$ cat config.mk
export PLATFORM = sky130hd
export DESIGN_NAME = uc_sequencer
export DESIGN_NICKNAME = d
export VERILOG_FILES = /design/src/rtl/uc_sequencer.sv
export SDC_FILE = /design/constraint.sdc
export NUM_CORES = 1
export LEC_CHECK = 0
export CELL_PAD_IN_SITES_DETAIL_PLACEMENT = 1
export CELL_PAD_IN_SITES_GLOBAL_PLACEMENT = 1
export CORE_MARGIN = 5
export CORE_UTILIZATION = 32
export DETAILED_ROUTE_END_ITERATION = 7
export PLACE_DENSITY_LB_ADDON = 0.1
export SLEW_MARGIN = 10
export SYNTH_ARGS = -nofsm -noshare
export SYNTH_HDL_FRONTEND = slang
export SYNTH_SLANG_ARGS = --single-unit
$ cat constraint.sdc
create_clock -name clock -period 3.9 [get_ports clock]
set_input_delay 0.975 -clock clock [delete_from_list [all_inputs] [get_ports clock]]
set_output_delay 0.975 -clock clock [all_outputs]
set_load 0.02 [all_outputs]
$ cat src/rtl/uc_sequencer.sv
// Control-unit sequencer: fetches A/B/opcode, runs one ALU op, writes the result back to register A.
// Optional `UC_MUL_EN` adds opcode 8 (single-cycle multiply); the default build leaves it out.
module uc_sequencer #(
  parameter int WIDTH   = 8,
  parameter int WB_HOLD = 1
) (
  input  logic             clock,
  input  logic             resetN,
  input  logic             start,
  input  logic [WIDTH-1:0] regA,
  input  logic [WIDTH-1:0] regB,
  input  logic [7:0]       opcode,
  output logic [WIDTH-1:0] tempRegA,
  output logic             flagUC,
  output logic [WIDTH-1:0] bufferOut,
  output logic             busy,
  output logic             done,
  output logic             error,
  output logic             carry,
  output logic             zero
);

  typedef enum logic [2:0] {IDLE, FETCH, EXEC, WB, DONE} state_t;

  localparam int CW = (WB_HOLD > 1) ? $clog2(WB_HOLD) : 1;
  localparam logic [CW-1:0] LAST = CW'(WB_HOLD - 1);
  localparam logic [CW-1:0] ONE  = CW'(1);

  state_t           state_q, state_d;
  logic [WIDTH-1:0] a_q, a_d, b_q, b_d;
  logic [7:0]       op_q, op_d;
  logic [CW-1:0]    cnt_q, cnt_d;
  logic [WIDTH-1:0] result_q, result_d;
  logic             carry_q, carry_d;
  logic             zero_q, zero_d;
  logic             error_q, error_d;
  logic             flag_uc_q, flag_uc_d;

  logic [WIDTH:0]   alu_res;
  logic             alu_legal;
`ifdef UC_MUL_EN
  logic [2*WIDTH-1:0] prod;
`endif

  // Bit WIDTH of alu_res is the carry/borrow/shift-out for the op
  always_comb begin
    alu_res   = '0;
    alu_legal = 1'b1;
`ifdef UC_MUL_EN
    prod = {{WIDTH{1'b0}}, a_q} * {{WIDTH{1'b0}}, b_q};
`endif
    case (op_q)
      8'd0: alu_res = {1'b0, a_q} + {1'b0, b_q};
      8'd1: alu_res = {1'b0, a_q} - {1'b0, b_q};
      8'd2: alu_res = {1'b0, a_q & b_q};
      8'd3: alu_res = {1'b0, a_q | b_q};
      8'd4: alu_res = {1'b0, a_q ^ b_q};
      8'd5: alu_res = {1'b0, ~a_q};
      8'd6: alu_res = {a_q, 1'b0};
      8'd7: alu_res = {a_q[0], 1'b0, a_q[WIDTH-1:1]};
`ifdef UC_MUL_EN
      8'd8: alu_res = {|prod[2*WIDTH-1:WIDTH], prod[WIDTH-1:0]};
`endif
      default: alu_legal = 1'b0;
    endcase
  end

  always_comb begin
    state_d  = state_q;
    a_d      = a_q;
    b_d      = b_q;
    op_d     = op_q;
    cnt_d    = cnt_q;
    result_d = result_q;
    carry_d  = carry_q;
    zero_d   = zero_q;
    error_d  = error_q;
    case (state_q)
      IDLE: if (start) state_d = FETCH;
      FETCH: begin
        a_d     = regA;
        b_d     = regB;
        op_d    = opcode;
        state_d = EXEC;
      end
      EXEC: begin
        cnt_d = '0;
        if (alu_legal) begin
          result_d = alu_res[WIDTH-1:0];
          carry_d  = alu_res[WIDTH];
          zero_d   = (alu_res[WIDTH-1:0] == '0);
          error_d  = 1'b0;
          state_d  = WB;
        end else begin
          error_d  = 1'b1;
          state_d  = DONE;
        end
      end
      WB: begin
        if (cnt_q == LAST) state_d = DONE;
        else               cnt_d   = cnt_q + ONE;
      end
      DONE:    state_d = IDLE;
      default: state_d = IDLE;
    endcase
    // Registered so the register file's async set path sees a clean flop output
    flag_uc_d = (state_d == WB);
  end

  always_ff @(posedge clock or negedge resetN) begin
    if (!resetN) begin
      state_q   <= IDLE;
      a_q       <= '0;
      b_q       <= '0;
      op_q      <= '0;
      cnt_q     <= '0;
      result_q  <= '0;
      carry_q   <= 1'b0;
      zero_q    <= 1'b0;
      error_q   <= 1'b0;
      flag_uc_q <= 1'b0;
    end else begin
      state_q   <= state_d;
      a_q       <= a_d;
      b_q       <= b_d;
      op_q      <= op_d;
      cnt_q     <= cnt_d;
      result_q  <= result_d;
      carry_q   <= carry_d;
      zero_q    <= zero_d;
      error_q   <= error_d;
      flag_uc_q <= flag_uc_d;
    end
  end

  assign tempRegA  = result_q;
  assign bufferOut = result_q;
  assign flagUC    = flag_uc_q;
  assign busy      = (state_q != IDLE);
  assign done      = (state_q == DONE);
  assign error     = error_q;
  assign carry     = carry_q;
  assign zero      = zero_q;

endmodule

* Yosys cells after proc, flatten, opt, wreduce, memory -nomap -nowiden
Cells that the tools add are included.
** Word-level totals
- Word-level logic and storage cells :: 45
- Flip-flop bits (word level) :: 40
- Output and inout bits :: 22
- Input bits :: 27
** Cells by class
- Reductions and logical operators :: 7
- Mux-type cells :: 9
- Eq/ne operators :: 12
- Add/sub/neg operators :: 3
- Bitwise gates (word level) :: 4
** Operators with widths (count)
- 9-bit one-hot mux with 8 select lines :: 1
- 8-bit by 3-bit equality test with 1-bit output (second input constant) :: 4
- 8-bit by 2-bit equality test with 1-bit output (second input constant) :: 2
- 8-bit zero test :: 2
- 3-bit one-hot mux with 4 select lines :: 1
- 8-bit by 8-bit adder with 9-bit output :: 1
- 3-bit by 2-bit equality test with 1-bit output (second input constant) :: 3
- 3-bit 2-to-1 mux :: 3
- 8-bit by 8-bit subtractor with 9-bit output :: 1
- 8-bit AND :: 1
- 8-bit by 1-bit equality test with 1-bit output (second input constant) :: 1
- 8-bit NOT :: 1
- 8-bit OR :: 1
- 8-bit OR reduction :: 1
- 8-bit bitwise XOR :: 1
- 3-bit by 1-bit equality test with 1-bit output (second input constant) :: 1
- 3-bit equality test (second input constant) :: 1
- 3-bit zero test :: 1
- 1-bit 2-to-1 mux :: 3
- 3-bit nonzero test :: 1
- 1-bit one-hot mux with 2 select lines :: 1
- 2-bit AND reduction :: 1
- 2-bit nonzero test :: 1
- 1-bit adder (second input constant) :: 1

* Longest topological paths before layout
- Depth after elaboration :: 6
- Mapped depth :: 15
- Depth with buffers taken out :: 14

* Least setup slack after synthesis
Ideal clock, no wire load.
- Path kind :: reg2reg
- Start :: register op_q[5]
- End :: register zero_q (netlist: zero)
- Stages on the path, launching flop included :: 15
- Period minus slack after synthesis :: 3.302 ns
- Buffers on the path :: 2
- Library setup time :: 0.095 ns
- Slack :: 0.598 ns
- Required time :: 3.805 ns
- Arrival time :: 3.207 ns
- Path through :: dfrtp_1 -> or4_4 -> buf_6 -> nor3_4 -> and2_1 -> buf_4 -> nor2_1 -> xnor2_1 -> ha_1 -> nor2b_1 -> o21ai_0 -> or3b_2 -> a311oi_1 -> nand4_1 -> o31ai_1
** Between the ends
- Word-level cells in the longest chain between the ends :: 4
- Elaborated cells between the ends (all ways) :: 13
- Those cells by class :: 7 x eq/ne; 2 x mux; 4 x reduce/logical
** Ends and longest elaborated chain
- start: declaration :: RTL line 31 : logic [7:0] op_q, op_d;
- start signal: assignment :: RTL line 126 : op_q <= op_d;
- branches (longest 4 deep; another with 9-bit one-hot mux with 8 select lines)
- end signal: assignment :: RTL line 130 : zero_q <= zero_d;
- end: declaration :: RTL line 35 : logic zero_q, zero_d;
Parallel ways; which one is timed is not known.
A chain may end at the register's enable or synchronous reset.

* Worst setup path after layout
Same ends and word-level chain as after synthesis.

==> impl_metrics.ini <==
[run_status]
run_status = finished clean

[sta]
min_period_over_period_pct = 88.4
max_freq_mhz = 290
tns_ns = 0
hold_ws_ns = 0.494
max_slew_margin_pct = 42.4
hold_violations = 0
setup_viol = 0
worst_pin_slew_ns = 0.864
fin_skew_ns = 0.00677
drv_slew = 0
rsz0062_at_grt = no
post-route-min-period_ns = 3.45

[yosys]
yosysWarningCount = 0
synth_area_leaders = dfrtp_1 36%, ha_1 11%, nand2_1 4.9%
async_flop_share_pct = 100
synth_cells = 296
yosys.area.top_type = dfrtp_1
avgSynthCellArea_um2 = 9.27
synth_most_common_cell = dfrtp_1
syn_area_um2 = 2740
synth_nets = 349
ys_seq_elements = 39
synth_edf_count = 0
synthFlopType = dfrtp_1
ys_seq_area_share_pct = 35.6
synthTopCellsByCount = 39 x dfrtp_1, 36 x nand2_1, 25 x ha_1, 25 x o21ai_0, 21 x inv_1
yosysUniqueCellTypes = 55
netlist.area_leader.share_pct = 35.6

[routing]
met2_length_um = 3050
top_layer = met4
drt_first_pass_iters = 4
drtIter0Drc = 132
vias = 2245
ant_nets = 0
met3WireLength_um = 357
via_per_inst = 5.10
drc = 0
avgRoutedWirePerCell_um = 16.1
drt-met1-wl_um = 3590
wl_um = 7070

[run]
cap_violations = 0

[min_path]
hold_path_class = flip-flop to flip-flop

[power_and_ir_drop]
pwr-share-seq_pct = 27.5
power_uw = 2750
pwr-share-comb_pct = 62.5
p_leak_uw = 0.00141
switching_share_pct = 46.5
vdd_drop_max_mv = 0.233
power.switching_uw = 1280
internal_power_uw = 1470
clock_power_share_pct = 10.0
powerDensity_nw_per_um2 = 822

[final_layout]
area_growth_pct = 21.9
final_core_util_pct = 40.3
multiInputGateArea_um2 = 1560
drive_gt1_share_pct = 12.2
antenna_cells = 0
seqCellArea_um2 = 976
stdcell_area_um2 = 3340
final_nets = 387
fillerInstances = 988

[critical_path]
crit_slowest_cell = or4_4
start_kind = flip-flop
crit_fanout = 7
crit_type = flip-flop to flip-flop
path_cells = or4_4, nor3_4, and2_1, nor2_1, xnor2_1, ha_1, nor2b_1, o21ai_0, or3b_2, a311oi_1, nand4_1, o31ai_1
critical_path_arrival_ns = 3.65
crit_required_ns = 4.10
cpPeakStageDelay_ns = 0.61
endpoint_kind = flip-flop

[floorplanning]
ioPinCount = 49
die_h_um = 103
dieWidth_um = 103
core_um2 = 8300
initial_core_util_pct = 33.0
rows = 33
die_area_um2 = 10500

[cts]
cts_tree = done
cts.path.max_buffers = 2
path_clk_slew_ns = 0.08
clock_sinks = 39
hold_buffers = 0
root_buffer = clkbuf_8
cts.htree.levels = 2
clock_latency_ns = 0.30
ctsResizeCount = 0
numCtsBuffers = 5
post-cts-setup-buffers = 0

[global_routing]
grt_usage_pct = 14.5
grt_pass1_vias = 2296
antenna_found_initial = 0
grt_max_degree = 42
grt_pass1_wl_um = 12000
overflow = 0

[placement]
io_buffers = 48
dpl_cell_area_um2 = 3260
dpl.hpwl_um = 5530
gp_congestion = 0.820
[kinds of logic (layout without fill, tap and decap cells)]
| kind of cell | Yosys count | after routing | share of synthesized area [%] |
|---|---|---|---|
| simple gates | 86 | 86 | 16.3 |
| compound gates | 78 | 78 | 17.7 |
| buf+inv | 43 | 82 | 7.66 |
| flops | 39 | 39 | 35.6 |
| fa+ha+maj | 26 | 26 | 12.1 |
| mux | 16 | 16 | 8.12 |
| xor+xnor | 8 | 8 | 2.55 |
[sequential cells by signal, summed over array words and instances, names as in the netlist]
register and count:
a_q 8, b_q 8, bufferOut 8, carry 1, error 1, flagUC 1
op_q 8, state_q 3, zero 1
[layer usage]
metal  vias to the layer above  GRT usage [%]
li1                       1112              -
met3                         6           2.37
met4                         0           3.63
met2                        49           21.3
met5                         -              0
met1                      1078           22.1
[final timing paths]
kind / start / endpoint / slack (ns) / cells past startpoint
setup / recovery: op_q[5] / zero / 0.45 / 12
hold / removal: zero / zero / 0.49 / 2
setup reg to reg: op_q[5] / zero / 0.45 / 12
hold reg to reg: zero / zero / 0.49 / 2
max in group asynchronous: resetN / carry / 2.56 / 1
min in group asynchronous: resetN / state_q[0] / 0.79 / 1
[layout make-up]
class / count / area share [%]
Clock buffer: 6 / 2.17
Clock inverter: 2 / 0.374
Inverter: 22 / 2.51
Multi-Input combinational cell: 214 / 46.7
Sequential cell: 39 / 29.2
Tap cell: 105 / 3.93
Timing Repair Buffer: 52 / 15.1
[stage by stage]
| step | std cells | worst slack (ns) |
|---|---|---|
| after floorplan | 296 | 0.598 |
| after global placement | 432 | 0.529 |
| after detailed placement | 432 | 0.455 |
| after CTS | 440 | 0.414 |
| after global routing | 440 | 0.0904 |
| final | 440 | 0.452 |
[worst max-delay path, delay by kind of cell, from the launching register on]
| kind | cells | cell delay, ns |
|---|---|---|
| simple gates | 7 | 1.90 |
| compound gates | 3 | 0.61 |
| flops | 1 | 0.38 |
| xor+xnor | 1 | 0.14 |
| fa+ha+maj | 1 | 0.33 |
[power by group through the flow]
stage | logic [µW] | registers, µW | clock network, µW
finish | 1720 | 755 | 276
global route | 1970 | 785 | 303
CTS | 1730 | 757 | 291
detailed placement | 1720 | 766 | 0
global placement | 1670 | 759 | 0
floorplan | 1300 | 719 | 0
[placed cells by master (no fill, tap or decap), types with 3 or more instances in the layout]
cell / n
clkdlybuf4s50_1: 47
dfrtp_1: 39
nand2_1: 36
o21ai_0: 25
ha_1: 25
inv_1: 21
nor2_1: 19
a21oi_1: 14
mux2_2: 10
o21ai_1: 8
xnor2_1: 7
a31oi_1: 5
clkbuf_8: 5
or3_1: 4
mux4_2: 4
buf_4: 4
a22oi_1: 3
nand2b_1: 3
o211ai_1: 3
o21a_1: 3
o31ai_1: 3
Note: power is estimated with default switching activity, not from simulation.
==> patch: new RTL, config.mk and constraints unchanged <==
Encoding of `state_t`: now one-hot (5 bits for 5 states).
--- a/src/rtl/uc_sequencer.sv
+++ b/src/rtl/uc_sequencer.sv
@@ -20,7 +20,7 @@
   output logic             zero
 );
 
-  typedef enum logic [2:0] {IDLE, FETCH, EXEC, WB, DONE} state_t;
+  typedef enum logic [4:0] {IDLE = 5'b00001, FETCH = 5'b00010, EXEC = 5'b00100, WB = 5'b01000, DONE = 5'b10000} state_t;
 
   localparam int CW = (WB_HOLD > 1) ? $clog2(WB_HOLD) : 1;
   localparam logic [CW-1:0] LAST = CW'(WB_HOLD - 1);
Formal check against the unedited RTL: same outputs for any inputs over 10 cycles, from zero or initial values and one cycle with resetN low; not proved beyond that.
==> patch against the original RTL <==
  * Cell area up 3.8%
  * Largest cell class unchanged
  * Sequential power up 2%
  * Worst setup slack better by 130 ps
  * Sequential cell count up 2
  * Total power up 14%
  * Synthesized cell count up 11%
  * Synthesized area up 3.8%
  * Via count up 5.8%
  * Routed wire length up 4.3%
==> patch: results (changes against the original RTL) <==
routed.top_layer: "met4"
grt_pass1_wl_um: 12700  # +5.6%
synth_nets: 382  # +9.5%
grt_max_degree: 43  # +2.4%
r2r_cells: 14  # +2
critPathMaxStageDelay_ps: 430  # -180 ps
wl_per_cell_um: 15.4  # -4.0%
grt_pass1_vias: 2527  # +10%
yosys-top-cells-area: "dfrtp_1 35%, ha_1 11%, nand2_1 8.4%"
final_nets: 422  # +9.0%
holdPathStages: 2  # unchanged
ir_drop_v: 0.000274  # +18%
postPlaceCellArea_sq_mm: 0.00335  # +2.8%
slew_headroom_pct: 38.2  # -4.2 points
fin_worst_skew_ps: 8.15  # +1.38 ps
gp_congestion: 0.823  # +0.40%
dr.first_iter.drc_count: 49  # -63%
ys_types: 59  # +7.3%
cpMaxStageDelayCell: "fa_1"
wl_met2_um: 3290  # +7.7%
grt.total_usage_pct: 14.1  # -0.42 points
drive_gt1_share_pct: 7.84  # -4.4 points
cp_data_arrival_time_ps: 3560  # -90 ps
ys_top_cells_by_count: "64 x nand2_1, 40 x dfrtp_1, 25 x ha_1"
cts_setup_buffers: 0  # unchanged
met3WireLength_um: 279  # -22%
critical-path-top-delay-family: "compound AO/OA/AOI/OAI gates"
yosysSeqAreaShare_pct: 36.1  # +0.50 points
status: "finished clean"
fillCellCount: 1052  # +6.5%
dp_hpwl_um: 5730  # +3.6%
power.leakage_nw: 1.53  # +8.8%
-- patch: cell count changes after synthesis, sizes merged, moves of 3 or more --
cell	before	now
nand2	36	64
mux2	10	1
o21ai	33	40
nand3	1	5
xor2	1	5
nand2b	3	6
nor2b	2	5
nor3b	4	1
o21a	3	0
or3	4	1
-- patch: path summary, 6_finish.rpt --
path | start | end | slack (ps)
max reg2reg | op_q[5] | zero | 580
min reg2reg | op_q[6] | op_q[6] | 490
max in group asynchronous | resetN | op_q[4] | 2520
max | op_q[5] | zero | 580
min | op_q[6] | op_q[6] | 490
min in group asynchronous | resetN | b_q[3] | 810
-- patch: worst reg2reg max path: cells and delay by family, from the launching register on --
family	cells	cell delay [ps]
AO/OA/AOI/OAI	6	1350
XOR/XNOR	1	80
adder cells (fa/ha/maj)	1	430
flip-flops	1	390
AND/OR/NAND/NOR	6	990
-- patch: power breakdown --
group	switching (W)	internal [W]
logic	0.00112	0.000877
registers	0.000175	0.000592
clock network	0.000163	0.000208
total	0.00146	0.00168
-- patch: final cells by class --
cell class	instances	area (sq um)	share of cell area, %
Clock buffer	6	82.6	2.38
Clock inverter	2	37.5	1.08
Inverter	23	100	2.88
Multi-Input combinational cell	245	1580	45.4
Sequential cell	41	1030	29.6
Tap cell	108	135	3.89
Timing Repair Buffer	53	513	14.8
-- patch: kinds of logic after synthesis --
logic type / after synthesis / share of synthesized area, %
xor+xnor: 13 / 4.00
buf+inv: 43 / 8.57
fa+ha+maj: 26 / 11.7
simple gates: 119 / 19.2
mux: 6 / 3.47
flops: 41 / 36.1
compound gates: 81 / 17.0
-- patch: layer usage --
layer | up-vias | GRT usage (%)
li1 | 1193 | -
met1 | 1131 | 20.0
met2 | 44 | 21.7
met3 | 7 | 2.86
met4 | 0 | 3.89
met5 | - | 0
-- patch: per-stage QoR --
step,total power (W),hold WS [ps],utilization [%],instances
5_1_grt,0.00348,529,40.0,478
3_3_place_gp,0.00276,465,38.6,470
6_report,0.00313,486,40.0,478
3_5_place_dp,0.00279,470,38.6,470
2_1_floorplan,0.00227,446,-,329
4_1_cts,0.00318,493,40.0,478
